===== config.mk =====
export PLATFORM = sky130hd
export DESIGN_NAME = result_buffer
export DESIGN_NICKNAME = d
export VERILOG_FILES = /design/src/rtl/result_buffer.sv
export SDC_FILE = /design/constraint.sdc
export NUM_CORES = 2
export LEC_CHECK = 0
export CORE_MARGIN = 2
export CORE_UTILIZATION = 35
export CTS_CLUSTER_SIZE = 14
export DETAILED_ROUTE_END_ITERATION = 7
export GPL_ROUTABILITY_DRIVEN = 0
export PLACE_DENSITY = 0.63
export SETUP_SLACK_MARGIN = 0.3
export SYNTH_ARGS = -nofsm -noshare
export SYNTH_HDL_FRONTEND = slang
export SYNTH_SLANG_ARGS = --single-unit

===== constraint.sdc =====
create_clock -name clock -period 3.75 [get_ports clock]
set_clock_uncertainty 0.1 [all_clocks]
set_input_delay 0.75 -clock clock [delete_from_list [all_inputs] [get_ports clock]]
set_output_delay 0.75 -clock clock [all_outputs]
set_load 0.01 [all_outputs]

===== src/rtl/result_buffer.sv =====
// result_buffer
//   Circular FIFO that collects result words from the pulse sequencer and
//   presents them first-word-fall-through to a ready/valid consumer.
//   A write is recorded on each rising edge of wr_req. Words arriving while
//   the buffer is full are dropped, and a sticky overflow flag records this.
//
// Parameters
//   DATA_WIDTH  width of each result word
//   DEPTH_LOG2  storage depth is 2**DEPTH_LOG2 words
//
// Ports
//   clock, reset      system clock; asynchronous active-high reset
//   wr_data, wr_req   result word and write request (edge-detected)
//   rd_data, rd_valid head word and its valid flag
//   rd_ready          consumer accepts the head word
//   flush             discard all stored words
//   clear_overflow    clear the sticky overflow flag (and drop_count)
//   count, full       number of stored words; buffer-full flag
//   overflow          sticky flag, set when a word is dropped
//   drop_count        number of dropped words (saturating)
//
// Configuration macro
//   RESULT_BUFFER_DROP_CNT_EN  builds the drop counter; when undefined
//                              drop_count is tied to 0.

module result_buffer #(
    parameter int DATA_WIDTH = 32,
    parameter int DEPTH_LOG2 = 6
) (
    input  logic                  clock,
    input  logic                  reset,
    input  logic [DATA_WIDTH-1:0] wr_data,
    input  logic                  wr_req,
    output logic [DATA_WIDTH-1:0] rd_data,
    output logic                  rd_valid,
    input  logic                  rd_ready,
    input  logic                  flush,
    input  logic                  clear_overflow,
    output logic [DEPTH_LOG2:0]   count,
    output logic                  full,
    output logic                  overflow,
    output logic [15:0]           drop_count
);

    localparam int unsigned DEPTH = 1 << DEPTH_LOG2;
    localparam logic [DEPTH_LOG2:0] DEPTH_CNT = (DEPTH_LOG2 + 1)'(DEPTH);

    logic [DATA_WIDTH-1:0] r_mem [DEPTH];
    logic [DEPTH_LOG2-1:0] r_wr_ptr;
    logic [DEPTH_LOG2-1:0] r_rd_ptr;
    logic [DEPTH_LOG2:0]   r_count;
    logic                  r_rd_valid;
    logic                  r_full;
    logic                  r_overflow;
    logic [DATA_WIDTH-1:0] r_rd_data;
    logic                  r_wr_req_d;
    logic                  r_armed;

    logic                  w_push_edge;
    logic                  w_pop;
    logic                  w_push;
    logic                  w_drop;
    logic [DEPTH_LOG2-1:0] w_rd_ptr_nxt;
    logic [DEPTH_LOG2-1:0] w_wr_ptr_nxt;
    logic [DEPTH_LOG2:0]   w_count_nxt;
    logic [DATA_WIDTH-1:0] w_head_nxt;

    // r_armed stays low after reset until wr_req has been seen low, so a
    // request already high when reset releases is not taken as a new edge.
    assign w_push_edge = wr_req & ~r_wr_req_d & r_armed;
    assign w_pop       = r_rd_valid & rd_ready & ~flush;
    assign w_push      = w_push_edge & ~flush & (~r_full | w_pop);
    assign w_drop      = w_push_edge & ~flush & r_full & ~w_pop;

    always_comb begin
        w_rd_ptr_nxt = r_rd_ptr;
        w_wr_ptr_nxt = r_wr_ptr;
        w_count_nxt  = r_count;
        if (flush) begin
            w_rd_ptr_nxt = '0;
            w_wr_ptr_nxt = '0;
            w_count_nxt  = '0;
        end else begin
            w_rd_ptr_nxt = r_rd_ptr + DEPTH_LOG2'(w_pop);
            w_wr_ptr_nxt = r_wr_ptr + DEPTH_LOG2'(w_push);
            w_count_nxt  = r_count + (DEPTH_LOG2 + 1)'(w_push)
                                   - (DEPTH_LOG2 + 1)'(w_pop);
        end
    end

    // Next head word: bypass the incoming word when it lands on the slot
    // that becomes the head (push into an empty buffer), else read storage.
    always_comb begin
        if (w_push && (r_wr_ptr == w_rd_ptr_nxt))
            w_head_nxt = wr_data;
        else
            w_head_nxt = r_mem[w_rd_ptr_nxt];
    end

    always_ff @(posedge clock) begin
        if (w_push)
            r_mem[r_wr_ptr] <= wr_data;
    end

    always_ff @(posedge clock or posedge reset) begin
        if (reset) begin
            r_wr_ptr   <= '0;
            r_rd_ptr   <= '0;
            r_count    <= '0;
            r_rd_valid <= 1'b0;
            r_full     <= 1'b0;
            r_overflow <= 1'b0;
            r_rd_data  <= '0;
            r_wr_req_d <= 1'b0;
            r_armed    <= 1'b0;
        end else begin
            r_wr_req_d <= wr_req;
            if (!wr_req)
                r_armed <= 1'b1;
            r_wr_ptr   <= w_wr_ptr_nxt;
            r_rd_ptr   <= w_rd_ptr_nxt;
            r_count    <= w_count_nxt;
            r_rd_valid <= (w_count_nxt != '0);
            r_full     <= (w_count_nxt == DEPTH_CNT);
            if (w_count_nxt != '0)
                r_rd_data <= w_head_nxt;
            // A drop wins over a coincident clear.
            if (w_drop)
                r_overflow <= 1'b1;
            else if (clear_overflow)
                r_overflow <= 1'b0;
        end
    end

`ifdef RESULT_BUFFER_DROP_CNT_EN
    logic [15:0] r_drop_count;

    always_ff @(posedge clock or posedge reset) begin
        if (reset) begin
            r_drop_count <= '0;
        end else if (clear_overflow || flush) begin
            r_drop_count <= w_drop ? 16'd1 : '0;
        end else if (w_drop && (r_drop_count != '1)) begin
            r_drop_count <= r_drop_count + 16'd1;
        end
    end

    assign drop_count = r_drop_count;
`else
    assign drop_count = '0;
`endif

    assign rd_data  = r_rd_data;
    assign rd_valid = r_rd_valid;
    assign count    = r_count;
    assign full     = r_full;
    assign overflow = r_overflow;

endmodule


==> metrics.txt <==
# TYPE chip_impl_metric gauge
chip_impl_metric{name="maximum_number_of_pins_on_one_net_before_global_route_repair",unit=""} 94
chip_impl_info{name="clock_tree_from_tritoncts",value="built"} 1
chip_impl_info{name="synthDominantAreaCellType",value="sky130_fd_sc_hd__edfxtp_1"} 1
chip_impl_info{name="worstReg2RegStart",value="rd_valid"} 1
chip_impl_metric{name="max_freq",unit="MHz"} 265
chip_impl_info{name="cts-root-buf",value="sky130_fd_sc_hd__clkbuf_16"} 1
chip_impl_info{name="critical_path.endpoint",value="rd_data[20]"} 1
chip_impl_metric{name="fin_total_pwr",unit="mW"} 52.5
chip_impl_metric{name="final_worst_hold_slack",unit="ns"} 0.140
chip_impl_metric{name="drt_pre_antenna_iters",unit=""} 5
chip_impl_metric{name="drt_drc_violations_left",unit=""} 0
chip_impl_metric{name="postSynthCellCount",unit=""} 5145
chip_impl_info{name="post_synth_main_area_contributors",value="sky130_fd_sc_hd__edfxtp_1, sky130_fd_sc_hd__mux2i_1, sky130_fd_sc_hd__o221ai_1, sky130_fd_sc_hd__nand2_1, sky130_fd_sc_hd__dfrtp_1"} 1
chip_impl_metric{name="setup_viol_count_final",unit=""} 5
chip_impl_info{name="crit_path_end_kind",value="flop"} 1
chip_impl_info{name="worstReg2RegEnd",value="rd_data[20]"} 1
chip_impl_metric{name="cts_inserted_buffers",unit=""} 206
chip_impl_info{name="crit_type",value="reg2reg"} 1
chip_impl_metric{name="synth.lib_cells_used.distinct",unit=""} 65
chip_impl_metric{name="dieHeight",unit="µm"} 486
chip_impl_metric{name="internal_power",unit="mW"} 39.7
chip_impl_metric{name="fp-row-count",unit=""} 176
chip_impl_metric{name="synth-edff-count",unit=""} 2048
chip_impl_metric{name="setup_slack",unit="ns"} -0.0217
chip_impl_metric{name="floorplan.die.width",unit="µm"} 486
chip_impl_metric{name="layout.cells.non_filler",unit=""} 8873
chip_impl_metric{name="ratio_of_cells_with_drive_above_1_in_the_final_layout",unit=""} 0.197
chip_impl_info{name="violations",value="setup timing"} 1
chip_impl_metric{name="cts.path.max_buffers",unit=""} 3
chip_impl_info{name="synthMostInstantiatedCell",value="sky130_fd_sc_hd__edfxtp_1"} 1
chip_impl_metric{name="slew_headroom",unit=""} 0.195
chip_impl_info{name="synthTopCellsByCount",value="sky130_fd_sc_hd__edfxtp_1, sky130_fd_sc_hd__nand2_1, sky130_fd_sc_hd__clkbuf_1, sky130_fd_sc_hd__o221ai_1, sky130_fd_sc_hd__o22ai_1"} 1
chip_impl_metric{name="synth_async_sr_flop_share",unit=""} 0.0266
chip_impl_metric{name="reg_power_frac",unit=""} 0.503
chip_impl_metric{name="drv_cap",unit=""} 0
chip_impl_metric{name="sum_of_net_half_perimeters_after_detailed_placement",unit="µm"} 146000
chip_impl_metric{name="power.static_leakage",unit="nW"} 31.2
chip_impl_metric{name="globalRouteOverflowTotal",unit=""} 0
chip_impl_metric{name="grt_pass1_vias",unit=""} 50200
chip_impl_info{name="setup.worst_path.start",value="rd_valid"} 1
chip_impl_metric{name="finalHoldViolations",unit=""} 0
chip_impl_metric{name="design.core.area",unit="µm²"} 230000
chip_impl_metric{name="timing.critical_path.fanout_max",unit=""} 7
chip_impl_info{name="worstHoldPathType",value="in2reg"} 1
chip_impl_metric{name="total_length_of_routed_wires",unit="µm"} 253000
chip_impl_metric{name="share_comb_of_total_power",unit=""} 0.110
chip_impl_metric{name="clk_pin_slew",unit="ns"} 0.07
chip_impl_metric{name="placedCellCount",unit=""} 8433
chip_impl_metric{name="drt-vias-per-instance",unit=""} 5.82
chip_impl_metric{name="yosys_warnings",unit=""} 0
chip_impl_metric{name="share_of_power_burned_in_the_clock_network",unit=""} 0.387
chip_impl_metric{name="crit_required",unit="ns"} 4.39
chip_impl_metric{name="initial_utilization",unit=""} 0.353
chip_impl_metric{name="fin_setup_tns",unit="ns"} -0.0742
chip_impl_metric{name="r2r_setup_slack",unit="ns"} -0.02
chip_impl_metric{name="ys_seq_area_frac",unit=""} 0.774
chip_impl_metric{name="finalNetCount",unit=""} 5716
chip_impl_metric{name="synthToLayoutAreaGrowth",unit="%"} 22.2
chip_impl_metric{name="p_sw_frac",unit=""} 0.245
chip_impl_metric{name="vdd_ir_drop_max",unit="mV"} 0.536
chip_impl_metric{name="critical_path_arrival",unit="ns"} 4.41
chip_impl_metric{name="switching_power",unit="mW"} 12.8
chip_impl_metric{name="finalMaxSlewViolations",unit=""} 0
chip_impl_metric{name="cellPowerDensity",unit="nW/µm²"} 529
chip_impl_metric{name="synth_cell_area",unit="µm²"} 81200
chip_impl_info{name="grt_setup_unrepaired",value="true"} 1
chip_impl_metric{name="die_area",unit="µm²"} 236000
chip_impl_metric{name="clock_insertion_delay_worst_skew",unit="ns"} 0.87
chip_impl_metric{name="io_pins",unit=""} 96
chip_impl_metric{name="antenna_violating_nets_post_route",unit=""} 0
chip_impl_info{name="kind_of_start_point_of_the_critical_path",value="flop"} 1
chip_impl_info{name="synth-main-ff-cell",value="sky130_fd_sc_hd__edfxtp_1"} 1
chip_impl_metric{name="drtIter0Drc",unit=""} 7153
chip_impl_metric{name="dpl_worst_slack",unit="ns"} -0.918
chip_impl_metric{name="crit_share_post_route",unit=""} 1.01
chip_impl_metric{name="initial_antenna_violation_count",unit=""} 27
chip_impl_metric{name="cts.htree.levels",unit=""} 4
chip_impl_metric{name="post_drt_wl_per_cell",unit="µm"} 28.5
chip_impl_metric{name="vias",unit=""} 51600
chip_impl_metric{name="grt_first_pass_wirelength",unit="µm"} 359000
chip_impl_metric{name="final_worst_path_period_need",unit="ns"} 3.77
chip_impl_metric{name="yosys_register_bits",unit=""} 2104
chip_impl_metric{name="cts.sink_count",unit=""} 2104
chip_impl_metric{name="synthesis.area_per_instance",unit="µm²"} 15.8
chip_impl_metric{name="cts_hold_buf",unit=""} 0
chip_impl_info{name="run_status",value="finished, violations left"} 1
chip_impl_metric{name="grt_usage",unit=""} 0.208
chip_impl_metric{name="post-synth-top-area-fraction",unit=""} 0.757
chip_impl_metric{name="worst_slew_pin_slew",unit="ns"} 1.21
chip_impl_metric{name="port_buffers",unit=""} 79
chip_impl_metric{name="worst-r2r-cell-count",unit=""} 18
==> registers in the layout, summed over array words and instances, names as in the netlist <==
signal / cells
r_wr_req_d: 1
rd_data: 32
r_mem: 2048
overflow: 1
full: 1
rd_valid: 1
r_rd_ptr: 6
r_armed: 1
count: 7
r_wr_ptr: 6
==> through the flow <==
stage               cell area, µm²   util
floorplan                    81500      -
global placement             91100  0.395
detailed placement           91100  0.395
CTS                          99000  0.430
global route                 99200  0.431
finish                       99300  0.431
==> final cells by class <==
| class | instances | area [µm²] |
|---|---|---|
| Fill cell | 20100 | 131000 |
| Sequential cell | 2104 | 62900 |
| Multi-Input combinational cell | 2631 | 17800 |
| Timing Repair Buffer | 697 | 8000 |
| Clock buffer | 268 | 5520 |
| Tap cell | 3026 | 3790 |
| Clock inverter | 119 | 1090 |
| Inverter | 25 | 120 |
| Timing Repair inverter | 1 | 16.3 |
| Antenna cell | 2 | 5.00 |
==> cells in the final DEF (no fill, tap or decap), types with 31 or more instances in the layout <==
master	instances
sky130_fd_sc_hd__buf_2	32
sky130_fd_sc_hd__mux2_2	31
sky130_fd_sc_hd__buf_4	415
sky130_fd_sc_hd__o221ai_1	217
sky130_fd_sc_hd__clkbuf_1	52
sky130_fd_sc_hd__mux2i_1	192
sky130_fd_sc_hd__a211o_1	62
sky130_fd_sc_hd__buf_12	161
sky130_fd_sc_hd__clkbuf_16	212
sky130_fd_sc_hd__or3_1	118
sky130_fd_sc_hd__clkdlybuf4s50_1	46
sky130_fd_sc_hd__a31oi_1	153
sky130_fd_sc_hd__o22ai_1	213
sky130_fd_sc_hd__o21ai_0	159
sky130_fd_sc_hd__a21oi_1	128
sky130_fd_sc_hd__dfrtp_1	56
sky130_fd_sc_hd__nor2_1	134
sky130_fd_sc_hd__nor2_4	67
sky130_fd_sc_hd__nand4_1	33
sky130_fd_sc_hd__nor3_1	103
sky130_fd_sc_hd__o31ai_1	63
sky130_fd_sc_hd__a211oi_1	94
sky130_fd_sc_hd__nand3_1	71
sky130_fd_sc_hd__o22a_1	64
sky130_fd_sc_hd__edfxtp_1	2048
sky130_fd_sc_hd__clkinv_1	53
sky130_fd_sc_hd__nand2_1	446
==> critical path, cell delays in order (launching register included) <==
cell,delay (ns)
sky130_fd_sc_hd__dfrtp_1,0.40
sky130_fd_sc_hd__nand3_2,0.10
sky130_fd_sc_hd__inv_2,0.05
sky130_fd_sc_hd__buf_12,0.13
sky130_fd_sc_hd__ha_4,0.16
sky130_fd_sc_hd__ha_4,0.20
sky130_fd_sc_hd__xor2_4,0.20
sky130_fd_sc_hd__buf_12,0.14
sky130_fd_sc_hd__nand3_4,0.11
sky130_fd_sc_hd__buf_12,0.20
sky130_fd_sc_hd__buf_4,0.16
sky130_fd_sc_hd__buf_4,0.14
sky130_fd_sc_hd__o22a_1,0.17
sky130_fd_sc_hd__a31oi_1,0.22
sky130_fd_sc_hd__nand4_1,0.33
sky130_fd_sc_hd__o211ai_1,0.21
sky130_fd_sc_hd__buf_4,0.21
sky130_fd_sc_hd__o41ai_1,0.09
sky130_fd_sc_hd__mux2_2,0.28
==> kinds of logic after synthesis <==
family / synth area share
AOI/OAI and AO/OA: 0.110
other: 0.0000462
and+or+nand+nor: 0.0597
buffers and inverters: 0.0217
adders and majority gates: 0.00194
muxes: 0.0306
xor gates and xnor gates: 0.00182
DFF: 0.774
==> power groups by stage <==
stage                     clock [mW]  combinational, mW  sequential, mW
after CTS                       20.5               5.45            26.4
after detailed placement           0               5.25            26.9
after floorplan                    0               2.43            26.7
after global routing            21.4               6.06            26.4
after global placement             0               5.19            26.9
final                           20.3               5.78            26.4
==> routing by layer <==
metal,GRT usage,vias to the layer above,part of all wire
li1,-,21800,-
met1,0.275,26500,0.38
met2,0.332,2917,0.47
met3,0.0440,493,0.10
met4,0.0910,4,0.046
met5,0,-,0.00011
==> how the worst min path moves through the flow <==
stage	startpoint	end	slack, ns	cells past startpoint
4_1_cts	flush	overflow	0.07	4
2_1_floorplan	r_armed	r_armed	0.33	1
5_1_grt	flush	overflow	0.14	4
3_3_place_gp	r_armed	r_armed	0.36	1
3_5_place_dp	r_armed	r_armed	0.36	1
6_report	flush	overflow	0.14	4
==> timing repair <==
| action | CTS | global route |
|---|---|---|
| pin swaps | 42 | 12 |
| setup endpoints to repair | 32 | 33 |
| buffers inserted | 29 | 2 |
| resized for setup | 106 | 31 |
| endpoints found under the hold margin | 0 | 0 |
| gates cloned | 17 | 3 |
No activity file was read; power rests on OpenSTA's default activity.
